[src/rtl/mem_arbiter.sv]
// Two-client arbiter for the single-port 16x8 scratch memory. Optional MEM_ARB_PREEMPT_EN enables MAX_BURST preemption.
// Latency: grant 1 cycle after request from IDLE, 0-cycle handover; read data valid 1 cycle after an accepted read.
// Backpressure: a waiting client holds req until granted; an owner keeps the port until req drops (or until burst preemption).
module mem_arbiter #(
    parameter int AW        = 4,
    parameter int DW        = 8,
    parameter int MAX_BURST = 4
) (
    input  logic          clk,
    input  logic          reset,
    input  logic          req0,
    input  logic          req1,
    input  logic          we0,
    input  logic          we1,
    input  logic [AW-1:0] addr0,
    input  logic [AW-1:0] addr1,
    input  logic [DW-1:0] wdata0,
    input  logic [DW-1:0] wdata1,
    output logic          gnt0,
    output logic          gnt1,
    output logic          rvalid0,
    output logic          rvalid1,
    output logic [DW-1:0] rdata0,
    output logic [DW-1:0] rdata1,
    output logic          mem_en,
    output logic          mem_rw,
    output logic [AW-1:0] mem_addr,
    output logic [DW-1:0] mem_wdata,
    input  logic [DW-1:0] mem_rdata
);

    typedef enum logic [1:0] {
        IDLE = 2'd0,
        OWN0 = 2'd1,
        OWN1 = 2'd2
    } state_t;

    localparam logic [3:0] BURST_LIM = 4'(MAX_BURST);
`ifdef MEM_ARB_PREEMPT_EN
    localparam bit PREEMPT = 1'b1;
`else
    localparam bit PREEMPT = 1'b0;
`endif

    state_t     state_q, state_d;
    logic       last_q, last_d;      // previous owner, decides IDLE tie-break
    logic [3:0] cnt_q, cnt_d;        // accesses made in the current ownership
    logic       rvalid0_q, rvalid1_q;

    logic       acc0, acc1;
    logic [3:0] cnt_inc;
    logic       burst_done;

    assign acc0 = (state_q == OWN0) && req0;
    assign acc1 = (state_q == OWN1) && req1;

    // Saturate so a late-arriving contender still preempts on the next access.
    assign cnt_inc    = (cnt_q == 4'hF) ? cnt_q : cnt_q + 4'd1;
    assign burst_done = PREEMPT && (cnt_inc >= BURST_LIM);

    // Ownership, tie-break and burst-count next state.
    always_comb begin
        state_d = state_q;
        last_d  = last_q;
        cnt_d   = cnt_q;
        case (state_q)
            IDLE: begin
                if (req0 && req1)
                    state_d = last_q ? OWN0 : OWN1;
                else if (req0)
                    state_d = OWN0;
                else if (req1)
                    state_d = OWN1;
            end
            OWN0: begin
                if (!req0) begin
                    state_d = req1 ? OWN1 : IDLE;
                    last_d  = 1'b0;
                end else begin
                    cnt_d = cnt_inc;
                    if (burst_done && req1) begin
                        state_d = OWN1;
                        last_d  = 1'b0;
                    end
                end
            end
            OWN1: begin
                if (!req1) begin
                    state_d = req0 ? OWN0 : IDLE;
                    last_d  = 1'b1;
                end else begin
                    cnt_d = cnt_inc;
                    if (burst_done && req0) begin
                        state_d = OWN0;
                        last_d  = 1'b1;
                    end
                end
            end
            default: state_d = IDLE;
        endcase
        if (state_d != state_q)
            cnt_d = 4'd0;
    end

    // Arbitration state registers; last resets to 1 so client 0 wins the first tie.
    always_ff @(posedge clk or negedge reset) begin
        if (!reset) begin
            state_q <= IDLE;
            last_q  <= 1'b1;
            cnt_q   <= 4'd0;
        end else begin
            state_q <= state_d;
            last_q  <= last_d;
            cnt_q   <= cnt_d;
        end
    end

    // Read-response flags track the memory's one-cycle read latency.
    always_ff @(posedge clk or negedge reset) begin
        if (!reset) begin
            rvalid0_q <= 1'b0;
            rvalid1_q <= 1'b0;
        end else begin
            rvalid0_q <= acc0 && !we0;
            rvalid1_q <= acc1 && !we1;
        end
    end

    // Memory port steered combinationally from the owner; idle port drives zeros.
    always_comb begin
        mem_en    = 1'b0;
        mem_rw    = 1'b0;
        mem_addr  = '0;
        mem_wdata = '0;
        if (acc0) begin
            mem_en    = 1'b1;
            mem_rw    = we0;
            mem_addr  = addr0;
            mem_wdata = wdata0;
        end else if (acc1) begin
            mem_en    = 1'b1;
            mem_rw    = we1;
            mem_addr  = addr1;
            mem_wdata = wdata1;
        end
    end

    assign gnt0    = (state_q == OWN0);
    assign gnt1    = (state_q == OWN1);
    assign rvalid0 = rvalid0_q;
    assign rvalid1 = rvalid1_q;
    assign rdata0  = mem_rdata;
    assign rdata1  = mem_rdata;

endmodule

[config.mk]
export PLATFORM = sky130hd
export DESIGN_NAME = mem_arbiter
export DESIGN_NICKNAME = d
export VERILOG_FILES = /design/src/rtl/mem_arbiter.sv
export SDC_FILE = /design/constraint.sdc
export NUM_CORES = 1
export LEC_CHECK = 0
export ABC_AREA = 1
export CORE_AREA = 5 5 42 44
export CTS_CLUSTER_SIZE = 30
export DETAILED_ROUTE_END_ITERATION = 10
export DIE_AREA = 0 0 47 49
export DONT_BUFFER_PORTS = 1
export HOLD_SLACK_MARGIN = 0.05
export PLACE_DENSITY = 0.67
export SYNTH_ARGS = -nofsm -noshare
export SYNTH_HDL_FRONTEND = slang
export SYNTH_SLANG_ARGS = --single-unit
[constraint.sdc]
create_clock -name clk -period 1.3 [get_ports clk]
set_input_delay 0.325 -clock clk [delete_from_list [all_inputs] [get_ports clk]]
set_output_delay 0.325 -clock clk [all_outputs]
set_load 0.02 [all_outputs]
==> out/metrics.cfg <==
[logic_synthesis]
syn_nets=133
avgSynthCellArea_um2=6.24
yosys_warnings=0
syn_inst=95
synth-seq-area-share_pct=21.3
ys_ff_latch=5
yosys.cell_types.count=18
syn-cell-area_um2=593

[worst_setup_path]
endpoint_kind=primary output
cp_max_fo=4
startpoint_type=flip-flop
reg2reg_depth=7
r2r_setup_slack_ps=130
r2r_end=state_q[0]$_DFFE_PN0P_
worstSetupPathType=reg2out
cp.required_ps=980
cp.arrival_ps=1270
worstReg2RegStart=state_q[1]$_DFFE_PN0P_

[sta]
finalCriticalPeriod_ps=1600
timing.slew.headroom_pct=84.7
setup_viol=16
setup_ws_ps=-296
maxSlewViolCount=0
holdWs_ps=146
worst_pin_slew_ps=229
skew_ps=5.25
period_share_pct=123
hold_viol=0
setup_tns_ps=-3570
rsz0062_at_grt=true
fmax_ghz=0.627

[routing]
drcViolationCount=0
vias=558
top_layer=met4
drtIter0Drc=11
wl_met1_um=470
routed-wl-met2_um=810
routed_via_density=5.21
dr.pass1.iters=4
wl_per_cell_um=14.9
wl_um=1590
route.met3.wl_um=296
ant_nets=0

[clock_tree]
cts_tree=yes
cts_max_level=1
cts-buffers-inserted=3
cts_root_buf=clkbuf_4
cts.clk_slew.worst_paths_ps=50
clk-insertion-delay-late_ps=240
clock_path_buffers=2
cts.sinks=5

[cells_and_area]
diodes=0
num-nets-final=130
drive_gt1_share_pct=42.9
final_cell_area_um2=643
syn2layout_area_growth_pct=8.44
fin_cells=107

[grt]
overflow=0
grt_usage_pct=12.7
grt_antenna_before_repair=0
grt_max_degree=17
grt_pass1_wl_um=2180
grt_pass1_vias=570

[place]
place_inst=100
numPortBuffers=0
gp_congestion=0.783
preCtsSetupSlack_ps=-20.1
dp_hpwl_um=1220
place_area_um2=563

[run_status]
violations=setup timing
status=finished, violations left

[power]
p_leak_nw=0.341
p_per_area_nw_per_um2=2330
ir_drop_uv=1070

[die]
die-width_um=47
die_h_um=49
dieArea_um2=2300
num_rows=14
coreArea_um2=1400
ios=72
start_util_pct=42.3

[min_path]
min_path_type=in2reg
hold_depth=1
hp-start=we1
hold_end=rvalid1$_DFF_PN0_

[flow_run]
drv_cap=0

[cells in the final DEF, fill, tap and decap left out]
cell type | netlist | layout
a21oi_2 | 0 | 1
buf_4 | 17 | 10
buf_6 | 1 | 1
clkbuf_1 | 0 | 1
clkbuf_4 | 0 | 3
dfrtp_1 | 4 | 3
dfrtp_2 | 0 | 1
dfstp_2 | 1 | 1
dlygate4sd3_1 | 0 | 1
inv_1 | 5 | 4
inv_2 | 4 | 3
inv_4 | 0 | 2
nand2_1 | 33 | 21
nand2_2 | 1 | 12
nand2_4 | 0 | 1
nand3_1 | 17 | 17
nand3_4 | 1 | 2
nand4_1 | 1 | 1
nor2_1 | 4 | 3
nor2_2 | 0 | 1
nor2_4 | 1 | 1
o21ai_0 | 1 | 1
[per-layer routing]
layer / global-route usage, % / up-vias
met5: 0 / -
met4: 6.91 / 0
met3: 4.43 / 2
met2: 23.3 / 51
met1: 11.1 / 235
li1: - / 270
[sequential cells by signal (all words and copies together), names as in the netlist]
signal / flops
state_q: 2
last_q: 1
rvalid0: 1
rvalid1: 1
[cell type report]
| class | instances | area [um2] |
|---|---|---|
| Tap cell | 16 | 20.0 |
| Multi-Input combinational cell | 61 | 334 |
| Clock buffer | 4 | 26.3 |
| Sequential cell | 5 | 128 |
| Timing Repair Buffer | 12 | 96.3 |
| Inverter | 9 | 38.8 |
| Fill cell | 152 | 758 |
[what timing repair did]
| item | CTS | global route |
|---|---|---|
| endpoints found under the hold margin | 5 | 0 |
| pin swaps | 4 | 0 |
| setup buffers | 1 | 1 |
| setup endpoints to repair | 16 | 16 |
| gates resized for setup | 8 | 1 |
| gates cloned | 0 | 0 |
| hold buffers | 1 | 0 |
[Yosys cell counts]
master | count | share of area (%)
nand2_1 | 33 | 21
buf_4 | 17 | 22
nand3_1 | 17 | 14
inv_1 | 5 | 3.2
dfrtp_1 | 4 | 17
inv_2 | 4 | 2.5
nor2_1 | 4 | 2.5
a21oi_1 | 1 | 0.84
buf_1 | 1 | 0.63
buf_6 | 1 | 1.9
clkbuf_2 | 1 | 0.84
dfstp_2 | 1 | 4.4
nand2_2 | 1 | 1.1
nand3_2 | 1 | 1.7
nand3_4 | 1 | 3.0
nand4_1 | 1 | 1.1
nor2_4 | 1 | 1.9
o21ai_0 | 1 | 0.84
[cells by family (layout without fill, tap and decap cells)]
logic type / after synthesis / after routing / synth area share [%]
simple gates: 59 / 59 / 46.4
buf+inv: 29 / 25 / 30.6
flops: 5 / 5 / 21.3
compound gates: 2 / 2 / 1.69
[through the flow]
step	utilization [%]	power, mW
2_1_floorplan	-	1.06
3_3_place_gp	40.2	1.18
3_5_place_dp	40.2	1.19
4_1_cts	45.1	1.47
5_1_grt	45.9	1.61
6_report	45.9	1.50
[worst max-delay path by stage]
stage,startpoint,endpoint,cells past startpoint
after detailed placement,state_q[1]$_DFFE_PN0P_,mem_addr[3],5
after global placement,state_q[1]$_DFFE_PN0P_,mem_rw,5
after CTS,state_q[1]$_DFFE_PN0P_,mem_wdata[6],5
after global routing,state_q[1]$_DFFE_PN0P_,mem_rw,5
final,state_q[1]$_DFFE_PN0P_,mem_rw,5
after floorplan,state_q[1]$_DFFE_PN0P_,mem_addr[0],6
[power breakdown]
group / switching (mW) / total (mW) / internal, mW / leakage [nW]
Sequential: 0.0667 / 0.292 / 0.226 / 0.0619
Clock: 0.0644 / 0.181 / 0.116 / 0.0150
Combinational: 0.646 / 1.02 / 0.378 / 0.264
Total: 0.777 / 1.50 / 0.720 / 0.341
[critical path, cell delays in order (launching register included)]
cell and delay [ps]:
dfrtp_1 370, inv_2 80, nor2_4 140, nand3_1 100, a21oi_2 190, buf_6 150
Power figures use the tool's default switching activity.
